[src/rtl/pool_ctrl.sv]
// Max-pooling sequencer: scans an input map window by window, strobes the pooling
// unit's clear on each window's first element and writes one maximum per window.
module pool_ctrl #(
  parameter int MAP_W = 28,
  parameter int MAP_H = 28,
  parameter int WIN   = 2,
  parameter int RD_AW = 10,
  parameter int WR_AW = 8,
  parameter int DW    = 16
) (
  input  logic             clk_i,
  input  logic             rst_i,
  input  logic             start_i,
  output logic             busy_o,
  output logic             done_o,
  output logic             rd_en_o,
  output logic [RD_AW-1:0] rd_addr_o,
  output logic             pool_clr_o,
  input  logic [DW-1:0]    pool_dout_i,
  output logic             wr_en_o,
  output logic [WR_AW-1:0] wr_addr_o,
  output logic [DW-1:0]    wr_data_o,
  output logic [1:0]       state_o
);

  typedef enum logic [1:0] {S_IDLE, S_RUN, S_DRAIN, S_DONE} state_t;

  localparam int OW  = MAP_W / WIN;
  localparam int OH  = MAP_H / WIN;
  localparam int WCW = (WIN > 1) ? $clog2(WIN) : 1;
  localparam int OCW = (OW > 1) ? $clog2(OW) : 1;
  localparam int ORW = (OH > 1) ? $clog2(OH) : 1;

  localparam logic [WCW-1:0]   WIN_MAX    = WCW'(WIN - 1);
  localparam logic [OCW-1:0]   OC_MAX     = OCW'(OW - 1);
  localparam logic [ORW-1:0]   OR_MAX     = ORW'(OH - 1);
  localparam logic [RD_AW-1:0] STEP_ROW   = RD_AW'(MAP_W);
  localparam logic [RD_AW-1:0] STEP_WIN   = RD_AW'(WIN);
  localparam logic [RD_AW-1:0] STEP_STRIP = RD_AW'(WIN * MAP_W);

  state_t           state_q, state_d;
  logic             drain_q, drain_d;
  logic [WCW-1:0]   win_col_q, win_col_d;
  logic [WCW-1:0]   win_row_q, win_row_d;
  logic [OCW-1:0]   out_col_q, out_col_d;
  logic [ORW-1:0]   out_row_q, out_row_d;
  logic [RD_AW-1:0] rd_addr_q, rd_addr_d;
  logic [RD_AW-1:0] row_base_q, row_base_d;
  logic [RD_AW-1:0] win_base_q, win_base_d;
  logic [RD_AW-1:0] strip_base_q, strip_base_d;
  logic             clr_q, clr_d;
  logic             last_q, last_d;
  logic             wen_q, wen_d;
  logic [WR_AW-1:0] wr_addr_q, wr_addr_d;

  logic run;
  logic win_last;
  logic scan_end;

  assign run      = (state_q == S_RUN);
  assign win_last = (win_col_q == WIN_MAX) && (win_row_q == WIN_MAX);
  assign scan_end = win_last && (out_col_q == OC_MAX) && (out_row_q == OR_MAX);

  always_ff @(posedge clk_i or posedge rst_i) begin
    if (rst_i) begin
      state_q <= S_IDLE;
    end else begin
      state_q <= state_d;
    end
  end

  always_comb begin
    state_d = state_q;
    unique case (state_q)
      S_IDLE:  if (start_i) state_d = S_RUN;
      S_RUN:   if (scan_end) state_d = S_DRAIN;
      S_DRAIN: if (drain_q) state_d = S_DONE;
      S_DONE:  state_d = S_IDLE;
      default: state_d = S_IDLE;
    endcase
  end

  always_comb begin
    busy_o  = (state_q != S_IDLE);
    done_o  = (state_q == S_DONE);
    rd_en_o = run;
    state_o = state_q;
  end

  // Address walk uses registered strip/window/row bases so only adders sit in the path.
  always_comb begin
    win_col_d    = win_col_q;
    win_row_d    = win_row_q;
    out_col_d    = out_col_q;
    out_row_d    = out_row_q;
    rd_addr_d    = rd_addr_q;
    row_base_d   = row_base_q;
    win_base_d   = win_base_q;
    strip_base_d = strip_base_q;
    wr_addr_d    = wr_addr_q;
    drain_d      = (state_q == S_DRAIN) ? ~drain_q : 1'b0;
    clr_d        = run && (win_col_q == '0) && (win_row_q == '0);
    last_d       = run && win_last;
    wen_d        = last_q;

    if (wen_q) wr_addr_d = wr_addr_q + 1'b1;

    if ((state_q == S_IDLE) && start_i) begin
      win_col_d    = '0;
      win_row_d    = '0;
      out_col_d    = '0;
      out_row_d    = '0;
      rd_addr_d    = '0;
      row_base_d   = '0;
      win_base_d   = '0;
      strip_base_d = '0;
      wr_addr_d    = '0;
    end else if (run) begin
      if (win_col_q != WIN_MAX) begin
        win_col_d = win_col_q + 1'b1;
        rd_addr_d = rd_addr_q + 1'b1;
      end else begin
        win_col_d = '0;
        if (win_row_q != WIN_MAX) begin
          win_row_d  = win_row_q + 1'b1;
          row_base_d = row_base_q + STEP_ROW;
          rd_addr_d  = row_base_q + STEP_ROW;
        end else begin
          win_row_d = '0;
          if (out_col_q != OC_MAX) begin
            out_col_d  = out_col_q + 1'b1;
            win_base_d = win_base_q + STEP_WIN;
            row_base_d = win_base_q + STEP_WIN;
            rd_addr_d  = win_base_q + STEP_WIN;
          end else begin
            out_col_d = '0;
            if (out_row_q != OR_MAX) begin
              out_row_d    = out_row_q + 1'b1;
              strip_base_d = strip_base_q + STEP_STRIP;
              win_base_d   = strip_base_q + STEP_STRIP;
              row_base_d   = strip_base_q + STEP_STRIP;
              rd_addr_d    = strip_base_q + STEP_STRIP;
            end else begin
              out_row_d    = '0;
              strip_base_d = '0;
              win_base_d   = '0;
              row_base_d   = '0;
              rd_addr_d    = '0;
            end
          end
        end
      end
    end
  end

  always_ff @(posedge clk_i or posedge rst_i) begin
    if (rst_i) begin
      drain_q      <= 1'b0;
      win_col_q    <= '0;
      win_row_q    <= '0;
      out_col_q    <= '0;
      out_row_q    <= '0;
      rd_addr_q    <= '0;
      row_base_q   <= '0;
      win_base_q   <= '0;
      strip_base_q <= '0;
      clr_q        <= 1'b0;
      last_q       <= 1'b0;
      wen_q        <= 1'b0;
      wr_addr_q    <= '0;
    end else begin
      drain_q      <= drain_d;
      win_col_q    <= win_col_d;
      win_row_q    <= win_row_d;
      out_col_q    <= out_col_d;
      out_row_q    <= out_row_d;
      rd_addr_q    <= rd_addr_d;
      row_base_q   <= row_base_d;
      win_base_q   <= win_base_d;
      strip_base_q <= strip_base_d;
      clr_q        <= clr_d;
      last_q       <= last_d;
      wen_q        <= wen_d;
      wr_addr_q    <= wr_addr_d;
    end
  end

  assign rd_addr_o  = rd_addr_q;
  assign pool_clr_o = clr_q;
  assign wr_en_o    = wen_q;
  assign wr_addr_o  = wr_addr_q;
  assign wr_data_o  = pool_dout_i;

endmodule

[config.mk]
export PLATFORM = sky130hd
export DESIGN_NAME = pool_ctrl
export DESIGN_NICKNAME = d
export VERILOG_FILES = /design/src/rtl/pool_ctrl.sv
export SDC_FILE = /design/constraint.sdc
export NUM_CORES = 1
export LEC_CHECK = 0
export ABC_CLOCK_PERIOD_IN_PS = 2000
export BUFFER_PORTS_ARGS = -buffer_cell sky130_fd_sc_hd__buf_2
export CORE_UTILIZATION = 39
export DETAILED_ROUTE_END_ITERATION = 8
export GPL_ROUTABILITY_DRIVEN = 0
export PLACE_DENSITY_LB_ADDON = 0.05
export SLEW_MARGIN = 10
export SYNTH_ARGS = -nofsm -noshare
export SYNTH_HDL_FRONTEND = slang
export SYNTH_SLANG_ARGS = --single-unit
[constraint.sdc]
create_clock -name clk_i -period 2 [get_ports clk_i]
set_input_delay 0.4 -clock clk_i [delete_from_list [all_inputs] [get_ports clk_i]]
set_output_delay 0.4 -clock clk_i [all_outputs]
set_load 0.02 [all_outputs]
==> results.cfg <==
[die]
coreArea_mm2 = 0.009153
ios = 60
die_w_um = 98.92
initial_core_util_pct = 40.03
die_area_mm2 = 0.009785
std_cell_rows = 35
die_y_um = 98.92

[power_and_ir_drop]
peakVddDrop_v = 0.0007118
p_per_area_mw_per_mm2 = 1134
p_leak_nw = 2.017

[synth]
synth-async-reset-ratio_pct = 100.0
synth_nets = 432
synth-compound-area-share_pct = 18.51
synth_xor_area_share_pct = 5.260
synth_fa_ha_area_share_pct = 4.781
synth_mux_area_share_pct = 0.6831
synth_cell_types = 53
yosysTopAreaCell = dfrtp_1
yosysTopAreaCellShare_pct = 43.72
synth_cells = 399
synthFlopType = dfrtp_1
yosys_register_bits = 64
netlist_top_cells_count = dfrtp_1, nor2_1, nand2_1
postSynthAreaPerCell_um2 = 9.182
synthTopCellsByArea = dfrtp_1, ha_1, nor2_1
yosysMostFrequentCell = dfrtp_1
synth_edf_count = 0
yosysWarnings = 0
yosysSeqAreaShare_pct = 43.72
synth_area_mm2 = 0.003664
synth_top_family_by_area = simple AND/OR/NAND/NOR gates
yosys.area_share.simple_pct = 20.01

[global_route]
grt_pass1_vias = 2912
antenna_found_initial = 0
grt_pass1_wl_mm = 14.70
grt_max_degree = 41
grt-ovfl-total = 0
grt_usage_pct = 19.46

[drt]
drc_errors = 0
avgRoutedWirePerCell_um = 15.81
first_pass_iters = 4
ant_nets = 0
met2RoutedLength_mm = 4.058
route.top_layer_used = met4
met1_length_mm = 4.222
num_vias = 2969
wl_met3_um = 317
viasPerCell = 5.379
drt_iter0_markers = 141
drt_wl_total_mm = 8.728

[critical_path]
worst-path-stages = 8
crit_arrival_ns = 2.15
endpoint_kind = flop
critPathLaunchType = flop
crit_fanout = 5
path_cells = inv_1, ha_1, and2_2, buf_4, a211oi_2, o31ai_1, a21o_1, nand3_1
worstSetupPathType = reg -> reg
cp_top_family = compound AO/OA/AOI/OAI gates
required_ns = 2.28
slowest_delay_ns = 0.40
r2r_cells = 8
slowest_stage = dfrtp_1
path_buf_inv = 2

[flow_run]
drv_cap = 0

[timing]
slew_headroom_pct = 70.53
period_minus_slack_ns = 1.874
finalMaxSlewViolations = 0
finalHoldViolCount = 0
fmax_mhz = 533.7
period_share_pct = 93.69
rsz0062_at_grt = no
fin_worst_skew_ns = 0.01285
tightest_slew_ns = 0.4397
worst_hold_slack_ns = 0.3572
setup-tns-final_ns = 0
setup_violations = 0

[clock_tree]
post_cts_buffers = 0
cts_root_buf = clkbuf_8
clk_pin_slew_ns = 0.07
numCtsBuffers = 9
h-tree-depth = 3
clkSinkCount = 64
cts_tree = yes
clock_path_buffers = 2
clk_latency_ns = 0.35

[finish]
diodes = 0
fin_nets = 469
area_growth_pct = 15.10
drive_above_1_share_pct = 21.32

[hold_path]
holdPathStages = 0
hp-class = reg -> reg

[place]
io_buffers = 27
dpl.hpwl_mm = 6.426

[run_status]
outcome = finished clean
==> flip-flops by register name, summed over array words and instances, names as in the netlist, 2 cells and up <==
name and count:
state_o 2, out_col_q 4, strip_base_q 10, wr_addr_o 8
row_base_q 10, rd_addr_o 10, out_row_q 4, win_base_q 10
==> area by class of cell <==
| type | instances | area [µm²] |
|---|---|---|
| clock buffer | 14 | 162.7 |
| sequential | 64 | 1602 |
| tap | 111 | 138.9 |
| fill | 918 | 4936 |
| multi-input combinational | 289 | 1841 |
| inverter | 15 | 56.30 |
| clock inverter | 2 | 37.54 |
| timing repair buffer | 57 | 379.1 |
==> path summary, 6_finish.rpt <==
check	from	end	slack, ns
hold / removal	last_q	wr_en_o	0.36
setup / recovery	state_o[0]	row_base_q[9]	0.13
min in group asynchronous	rst_i	row_base_q[7]	0.55
max in group asynchronous	rst_i	row_base_q[1]	0.93
setup reg to reg	state_o[0]	row_base_q[9]	0.13
hold reg to reg	last_q	wr_en_o	0.36
==> metal layers <==
layer  vias to the layer above  track usage [%]
met4                         0            7.118
met1                      1440            26.52
li1                       1461                -
met3                        10            3.759
met2                        58            30.77
met5                         -                0
==> layout by cell type, fill, tap and decap left out, types with 11 or more instances in the layout <==
cell type  instances
nor2_1            43
ha_1              13
nor3_1            15
buf_4             27
buf_2             27
a21oi_1           31
clkbuf_8          11
xor2_1            12
nand2_1           38
dfrtp_1           64
inv_1             12
o21ai_0           11
==> power by group <==
| part | switching, mW | internal, mW | leakage, nW |
|---|---|---|---|
| Sequential | 0.276 | 1.54 | 0.871 |
| Clock | 0.513 | 0.647 | 0.0969 |
| Combinational | 1.05 | 0.755 | 1.05 |
| Total | 1.84 | 2.94 | 2.02 |
==> per-stage QoR <==
step                instances  setup slack (ns)  cell area [µm²]  power (mW)  utilization (%)
finish                    552            0.1262             4217       4.782            46.07
global route              552          0.002372             4217       5.130            46.07
global placement          535           0.06171             3966       3.608            43.34
detailed placement        535           0.01083             3966       3.615            43.34
CTS                       552           0.01817             4182       4.804            45.69
floorplan                 399          0.001899             3665       3.097                -
==> what timing repair did <==
action / CTS / global route
gates resized for setup: 1 / 11
hold buffers: 1 / 0
hold endpoints to repair: 6 / 0
endpoints found under the setup margin: 1 / 20
==> cells by family (layout without fill, tap and decap cells) <==
group           after synthesis  in the layout
simple gates                151            151
compound gates              100            100
flops                        64             64
buf+inv                      46             88
xor+xnor                     22             22
fa+ha+maj                    14             14
mux                           2              2
No activity file was read; power rests on OpenSTA's default activity.
